File: config.mk
export PLATFORM = sky130hd
export DESIGN_NAME = reset_sequencer
export DESIGN_NICKNAME = d
export VERILOG_FILES = /design/src/rtl/reset_sequencer.sv
export SDC_FILE = /design/constraint.sdc
export NUM_CORES = 1
export LEC_CHECK = 0
export ABC_AREA = 1
export CAP_MARGIN = 5
export CORE_MARGIN = 1.5
export CORE_UTILIZATION = 60
export DETAILED_ROUTE_END_ITERATION = 10
export PLACE_DENSITY_LB_ADDON = 0.25
export REMOVE_ABC_BUFFERS = 1
export SLEW_MARGIN = 10
export SYNTH_ARGS = -nofsm -noshare
export SYNTH_HDL_FRONTEND = slang
export SYNTH_SLANG_ARGS = --single-unit
export TNS_END_PERCENT = 10
File: constraint.sdc
create_clock -name clk -period 4.3 [get_ports clk]
set_input_delay 0.43 -clock clk [delete_from_list [all_inputs] [get_ports clk]]
set_output_delay 0.43 -clock clk [all_outputs]
set_load 0.02 [all_outputs]
File: src/rtl/reset_sequencer.sv
// Staged reset-release controller: after lock, releases per-domain resets one at a
// time, each after a programmable delay and gated by that stage's init-done ack.
module reset_sequencer #(
  parameter int unsigned NUM_STAGES  = 3,
  parameter int unsigned STAGE_DELAY = 16,
  parameter int unsigned ACK_TIMEOUT = 1024
) (
  input  logic                  clk,
  input  logic                  rst,
  input  logic                  lock_in,
  input  logic [NUM_STAGES-1:0] stage_ack,
  input  logic                  clr_fault,
  output logic [NUM_STAGES-1:0] stage_rst,
  output logic                  seq_done,
  output logic                  seq_fault,
  output logic [2:0]            seq_state
);

  localparam int unsigned IDX_W = (NUM_STAGES  > 1) ? $clog2(NUM_STAGES)  : 1;
  localparam int unsigned DLY_W = (STAGE_DELAY > 1) ? $clog2(STAGE_DELAY) : 1;
  localparam int unsigned TO_W  = (ACK_TIMEOUT > 1) ? $clog2(ACK_TIMEOUT) : 1;

  localparam logic [IDX_W-1:0] IDX_LAST = IDX_W'(NUM_STAGES - 1);
  localparam logic [DLY_W-1:0] DLY_LAST = DLY_W'(STAGE_DELAY - 1);
  localparam logic [TO_W-1:0]  TO_LAST  = TO_W'(ACK_TIMEOUT - 1);

  typedef enum logic [2:0] {
    S_IDLE      = 3'd0,
    S_WAIT_LOCK = 3'd1,
    S_DELAY     = 3'd2,
    S_WAIT_ACK  = 3'd3,
    S_DONE      = 3'd4,
    S_FAULT     = 3'd5
  } state_e;

  state_e                  state_q, state_d;
  logic [IDX_W-1:0]        idx_q, idx_d;
  logic [DLY_W-1:0]        dly_q, dly_d;
  logic [TO_W-1:0]         to_q, to_d;
  logic [NUM_STAGES-1:0]   stage_rst_q, stage_rst_d;
  logic                    seq_done_q, seq_done_d;
  logic                    seq_fault_q, seq_fault_d;
  logic                    ack_cur;
  logic [NUM_STAGES-1:0]   cur_mask;

  // One-hot select of the stage currently being sequenced
  always_comb begin
    cur_mask = '0;
    for (int i = 0; i < int'(NUM_STAGES); i++) begin
      if (idx_q == IDX_W'(i)) cur_mask[i] = 1'b1;
    end
    ack_cur = |(stage_ack & cur_mask);
  end

  always_ff @(posedge clk) begin
    if (rst) begin
      state_q     <= S_IDLE;
      idx_q       <= '0;
      dly_q       <= '0;
      to_q        <= '0;
      stage_rst_q <= '1;
      seq_done_q  <= 1'b0;
      seq_fault_q <= 1'b0;
    end else begin
      state_q     <= state_d;
      idx_q       <= idx_d;
      dly_q       <= dly_d;
      to_q        <= to_d;
      stage_rst_q <= stage_rst_d;
      seq_done_q  <= seq_done_d;
      seq_fault_q <= seq_fault_d;
    end
  end

  // Next-state and registered-output logic; lock loss overrides ack and delay expiry
  always_comb begin
    state_d     = state_q;
    idx_d       = idx_q;
    dly_d       = dly_q;
    to_d        = to_q;
    stage_rst_d = stage_rst_q;

    case (state_q)
      S_IDLE: begin
        state_d     = S_WAIT_LOCK;
        stage_rst_d = '1;
      end
      S_WAIT_LOCK: begin
        stage_rst_d = '1;
        if (lock_in) begin
          state_d = S_DELAY;
          idx_d   = '0;
          dly_d   = '0;
        end
      end
      S_DELAY: begin
        if (!lock_in) begin
          state_d     = S_WAIT_LOCK;
          stage_rst_d = '1;
          idx_d       = '0;
          dly_d       = '0;
          to_d        = '0;
        end else if (dly_q == DLY_LAST) begin
          state_d     = S_WAIT_ACK;
          stage_rst_d = stage_rst_q & ~cur_mask;
          to_d        = '0;
        end else begin
          dly_d = dly_q + DLY_W'(1);
        end
      end
      S_WAIT_ACK: begin
        if (!lock_in) begin
          state_d     = S_WAIT_LOCK;
          stage_rst_d = '1;
          idx_d       = '0;
          dly_d       = '0;
          to_d        = '0;
        end else if (ack_cur) begin
          if (idx_q == IDX_LAST) begin
            state_d = S_DONE;
          end else begin
            state_d = S_DELAY;
            idx_d   = idx_q + IDX_W'(1);
            dly_d   = '0;
          end
        end else if (to_q == TO_LAST) begin
          state_d     = S_FAULT;
          stage_rst_d = '1;
        end else begin
          to_d = to_q + TO_W'(1);
        end
      end
      S_DONE: begin
        stage_rst_d = '0;
        if (!lock_in) begin
          state_d     = S_WAIT_LOCK;
          stage_rst_d = '1;
          idx_d       = '0;
          dly_d       = '0;
          to_d        = '0;
        end
      end
      S_FAULT: begin
        stage_rst_d = '1;
        if (clr_fault) begin
          state_d = S_WAIT_LOCK;
          idx_d   = '0;
          dly_d   = '0;
          to_d    = '0;
        end
      end
      default: begin
        state_d     = S_IDLE;
        stage_rst_d = '1;
      end
    endcase

    seq_done_d  = (state_d == S_DONE);
    seq_fault_d = (state_d == S_FAULT);
  end

  assign stage_rst = stage_rst_q;
  assign seq_done  = seq_done_q;
  assign seq_fault = seq_fault_q;
  assign seq_state = state_q;

endmodule

==> results.yml, run 1 <==
worst_setup_path:
  start_kind: "primary input"
  rrSetupSlack_ps: 2470
  cpMostUsedCell: "nand2_1"
  critPathKind: "in -> reg"
  critPathMaxStageDelay_ps: 700
  cp_max_fo: 14
  timing.rr.end: "to_q[1]"
  rr_worst_depth: 10
  reg2reg_from: "idx_q[0]"
  cp_cell_sequence: "clkdlybuf4s50_1 > inv_2 > nor2_4 > nand2_1 > o21ai_2 > nor2_2 > nand2_1 > o21ai_1 > nor2_1"
  arrival_ps: 2280
  end_kind: "register"
  crit_required_ps: 4490
  slowest_stage: "clkdlybuf4s50_1"
sta:
  final-max-slew-violation-count: 0
  max-slew-margin-rel: 0.5218
  hold_ws_ps: 478.1
  fmax_mhz: 479.7
  finalSetupTns_ps: 0
  setup_violations: 0
  clock_skew_ps: 3.123
  grt_setup_unrepaired: "no"
  worstMarginPinSlew_ps: 715.1
  fin_crit_sh: 0.4848
  fin_crit_ps: 2085
  finalHoldViolations: 0
routing:
  vias: 1504
  route.detailed.wl_per_inst_um: 11.64
  vias_per_cell: 5.391
  first_iter_violations: 32
  drc: 0
  ant_nets: 0
  totalWireLength_um: 3247
  firstDrtPassIters: 4
finish:
  drive_above_1_share: 0.1044
  diodes: 0
  syn_to_final_growth_pct: 11.28
  final.fill_count: 214
  design_area_um2: 1703
  utilization: 0.6937
  final_nets: 263
power_and_ir_drop:
  seq_power_share: 0.578
  power_density_nw_per_um2: 237.6
  p_sw_frac: 0.2912
  pwr-share-clk: 0.243
  p_comb_frac: 0.178
  p_int_mw: 0.2868
  ir_drop_v: 0.0002272
  power.leakage_nw: 0.7049
  netSwitchingPower_mw: 0.1178
  totalPowerFinal_mw: 0.4046
floorplanning:
  die_x_um: 53.50
  num_rows: 18
  core_um2: 2455
  ioPinCount: 15
  initial_core_util: 0.6233
  die_h_um: 53.50
  die_area_um2: 2862
clock_network:
  cts_sinks: 24
  cts_buffers: 3
  clockBufferDepth: 2
  cts_setup_buffers: 0
  path_clk_slew_ps: 130
  cts_tree: "yes"
  ctsResizeCount: 0
  cts_root_buffer: "clkbuf_4"
  ctsHoldBuffers: 0
  htreeDepth: 1
  clk_latency_ps: 310
yosys:
  syn_inst: 237
  ys_warn_count: 0
  yosysMostFrequentCell: "nand2_1"
  netlist_area_um2: 1530
  ys_types: 31
  avgSynthCellArea_um2: 6.457
  synth_ff_type: "dfxtp_1"
  yosys-top-cells-area: "dfxtp_1 (31%), nand2_1 (16%), nand3_1 (7.8%)"
  yosysTopAreaCell: "dfxtp_1"
  synth-seq-cells: 24
  synth_edf_count: 0
  postSynth.asyncResetShare: 0
  yosysTopAreaCellShare: 0.3140
  ys_seq_area_frac: 0.3140
  synthTopCellsByCount: "nand2_1 (65), nor2_1 (27), dfxtp_1 (24), nand3_1 (24), inv_1 (23)"
grt:
  grt_pass1_vias: 1331
  antenna_found_initial: 0
  track_usage: 0.2521
  grt_pass1_wl_um: 5340
  overflow: 0
  grt_max_degree: 18
min_path:
  min_path_cells: 2
  hp-class: "reg -> reg"
  worstHoldStart: "stage_rst[0]"
  whs_endpoint: "stage_rst[0]"
status:
  status: "finished, final reports clean"
run:
  maxCapViolCount: 0
placed_design:
  post-dp-hpwl_um: 2466
  place_congestion: 0.9169
  numPortBuffers: 14
  dpl_cell_area_um2: 1680
-- critical path, delay by kind of cell --
family,cells,cell delay (ps)
buf+inv,2,970
compound gates,2,160
simple gates,5,710
-- worst max-delay path by stage --
stage | depth (start not counted) | startpoint | slack (ps) | end
after floorplan | 9 | seq_state[2] | 2720 | to_q[1]
after global routing | 9 | lock_in | 1990 | to_q[1]
after detailed placement | 9 | lock_in | 1900 | to_q[1]
final | 9 | lock_in | 2220 | to_q[1]
after CTS | 9 | lock_in | 2220 | to_q[1]
after global placement | 9 | lock_in | 1960 | to_q[1]
-- kinds of logic after synthesis --
logic type	share of synthesized area
AOI/OAI and AO/OA	0.1316
buffers and inverters	0.08176
and+or+nand+nor	0.4203
adders and majority gates	0.04088
xor gates and xnor gates	0.01145
DFF	0.3140
-- stage by stage --
stage,setup slack (ps),std cells
after global routing,1990,279
final,2215,279
after global placement,1955,276
after CTS,2224,279
after detailed placement,1896,276
after floorplan,2717,232
-- state kept, by name, indices dropped and copies added (netlist names) --
signal / count
idx_q: 2
dly_q: 4
seq_state: 3
seq_done: 1
seq_fault: 1
to_q: 10
stage_rst: 3
-- power by group through the flow --
stage	clock (mW)	sequential [mW]	combinational [mW]
global placement	0	0.238	0.0714
floorplan	0	0.242	0.0404
global route	0.107	0.235	0.0813
detailed placement	0	0.239	0.0716
CTS	0.0983	0.234	0.0722
finish	0.0985	0.234	0.0722
-- final cells by class --
cell class                      instances  area, µm²  area share
Inverter                               26      97.59     0.05731
Multi-Input combinational cell        182      924.6      0.5430
Timing Repair Buffer                   14      140.1     0.08229
Sequential cell                        24      480.5      0.2821
Clock buffer                            3      22.52     0.01323
Tap cell                               30      37.54     0.02204
-- per-layer routing --
metal	wire length, µm	GRT usage	vias to the layer above
li1	-	-	795
met1	1512	0.3086	665
met2	1515	0.4342	36
met3	152	0.02825	8
met4	66	0.1239	0
met5	0	0	-
-- layout by cell type, fill, tap and decap left out, types with 3 or more instances in the layout --
master,instances
dfxtp_1,24
inv_1,23
nand3_2,4
clkbuf_4,3
a21oi_1,12
inv_2,3
clkdlybuf4s50_1,14
nor2_1,27
nor2_2,5
ha_1,5
o21ai_0,10
nand2_1,65
nand3_1,24
a21oi_2,4
nand4_1,3
nor3_1,4
No activity file was read; power rests on OpenSTA's default activity.
==> run 2: changes to the inputs <==
- CORE_UTILIZATION: 60 -> 51
- clock period: 4.3 -> 1.7 ns (I/O delays scaled with it)
==> run 2 against run 1 <==
The run now ends with design-rule violations left; sequential share of layout area down 2.1 points; via count up 4.5%; routed wire length up 7.7%; critical path type is now reg -> out; critical endpoint is now seq_state[0]; largest power group unchanged.
==> results.yml, run 2 (synthesis gave the netlist of run 1 again) <==
worst_setup_path:
  path_delay_family: "buffers and inverters"
  arrival_ps: 1430
  slowest_stage: "clkdlybuf4s50_1"
  path_buf_inv: 1
  cp_cell_sequence: "clkdlybuf4s50_1"
  start_kind: "register"
  crit_required_ps: 1530
  end_kind: "output pin"
  cp_max_fo: 6
  critPathKind: "reg -> out"
  critPathMaxStageDelay_ps: 650
sta:
  clock_skew_ps: 6.682
  worstMarginPinSlew_ps: 309.6
  max-slew-margin-rel: 0.7928
  fin_crit_ps: 1601
  setup_violations: 0
  final-max-slew-violation-count: 0
  fin_crit_sh: 0.9419
  grt_setup_unrepaired: "no"
  fmax_mhz: 624.5
  timing.final.ws_setup_ps: 98.81
  finalSetupTns_ps: 0
  finalHoldViolations: 0
grt:
  overflow: 0
  grt_pass1_vias: 1328
  gr-usage-met3: 0.03125
  grt_pass1_wl_um: 5796
  antenna_found_initial: 0
  grt_use_met1: 0.3255
  gr-max-usage-layer: "met1"
  grt_max_degree: 17
  track_usage: 0.2217
  grt.met2_usage: 0.3247
clock_network:
  ctsHoldBuffers: 0
  cts_buffers: 3
  clk_latency_ps: 320
  cts_root_buffer: "clkbuf_4"
  ctsResizeCount: 0
  htreeDepth: 1
  cts_setup_buffers: 0
  path_clk_slew_ps: 120
  cts_tree: "yes"
  clockBufferDepth: 2
  cts_sinks: 24
finish:
  syn_to_final_growth_pct: 21.42
  layout_common_cells: "nand2_1 (62), nor2_1 (27), inv_1 (23), nand3_1 (23), dfxtp_1 (20)"
  diodes: 0
  final_common_cell: "nand2_1"
  reg.largest.list: "to_q x10, dly_q x4"
  largest_register_ffs: 10
  largest_register: "to_q"
  drive_above_1_share: 0.1887
  final_nets: 279
placed_design:
  post-dp-hpwl_um: 2648
  place_congestion: 0.9533
  dp_slack_ps: 14.29
  numPortBuffers: 14
routing:
  ant_nets: 0
  firstDrtPassIters: 7
  route.detailed.wl_per_inst_um: 11.81
  vias: 1572
  drc: 4
  totalWireLength_um: 3497
  vias_per_cell: 5.311
  first_iter_violations: 85
status:
  violations: "design-rule violations"
  status: "finished, violations left"
floorplanning:
  die_h_um: 57.78
  ioPinCount: 15
  core_um2: 2805
  die_area_um2: 3338
  num_rows: 19
  die_x_um: 57.78
  initial_core_util: 0.5455
power_and_ir_drop:
  power_density_nw_per_um2: 564.2
  ir_drop_v: 0.0003860
  power.leakage_nw: 0.7943
run:
  maxCapViolCount: 0
min_path:
  hp-class: "reg -> reg"
## run 2: cell types whose count changed in the layout (fill, tap and decap cells not counted), moves of 3 or more
cell | before | now
buf_4 | 0 | 15
nand2_1 | 65 | 62
dfxtp_2 | 0 | 4
dfxtp_1 | 24 | 20
nand2_2 | 2 | 5
## run 2: report_power, final
part           switching, mW  internal [mW]  total [mW]
clock                  0.164         0.0831       0.248
sequential            0.0154          0.577       0.592
combinational          0.126         0.0826       0.208
## run 2: final timing paths
| path | endpoint | cells past startpoint | slack, ps | startpoint |
|---|---|---|---|---|
| max reg2reg | to_q[2] | 7 | 160 | seq_state[0] |
| max | seq_state[0] | 1 | 100 | seq_state[0] |
| min | stage_rst[0] | 2 | 470 | stage_rst[0] |
| min reg2reg | stage_rst[0] | 2 | 470 | stage_rst[0] |
## run 2: per-layer routing
metal,wire length [µm],vias to the layer above,part of all wire
met5,0,-,0
met4,53,0,0.015
met1,1724,691,0.49
met2,1463,54,0.42
met3,255,4,0.073
li1,-,823,-
## run 2: layout make-up
| cell class | instances | area, µm² |
|---|---|---|
| inverter | 26 | 97.59 |
| sequential | 24 | 485.5 |
| fill | 247 | 947.2 |
| timing repair buffer | 30 | 264.0 |
| multi-input combinational | 182 | 949.7 |
| clock buffer | 3 | 22.52 |
| tap | 31 | 38.79 |
## run 2: per-stage QoR
step,cell area [µm²],total power [mW],hold slack [ps],util,instances
detailed placement,1802,0.8007,454.8,0.6423,293
CTS,1824,1.046,476.6,0.6503,296
finish,1858,1.048,473.6,0.6624,296
global route,1858,1.099,505.1,0.6624,296
floorplan,1503,0.7146,232.4,-,232
global placement,1802,0.7995,456.3,0.6423,293
## run 2: worst min-delay path, stage by stage (launching register included)
cell	delay (ps)
dfxtp_1	330
o21ai_0	60
nand2_1	50
==> run 3: changes to the inputs <==
- CAP_MARGIN: 5 -> 15
==> results of run 3 <==
Same layout as run 2: the final DEF is identical, and so are final timing and power.
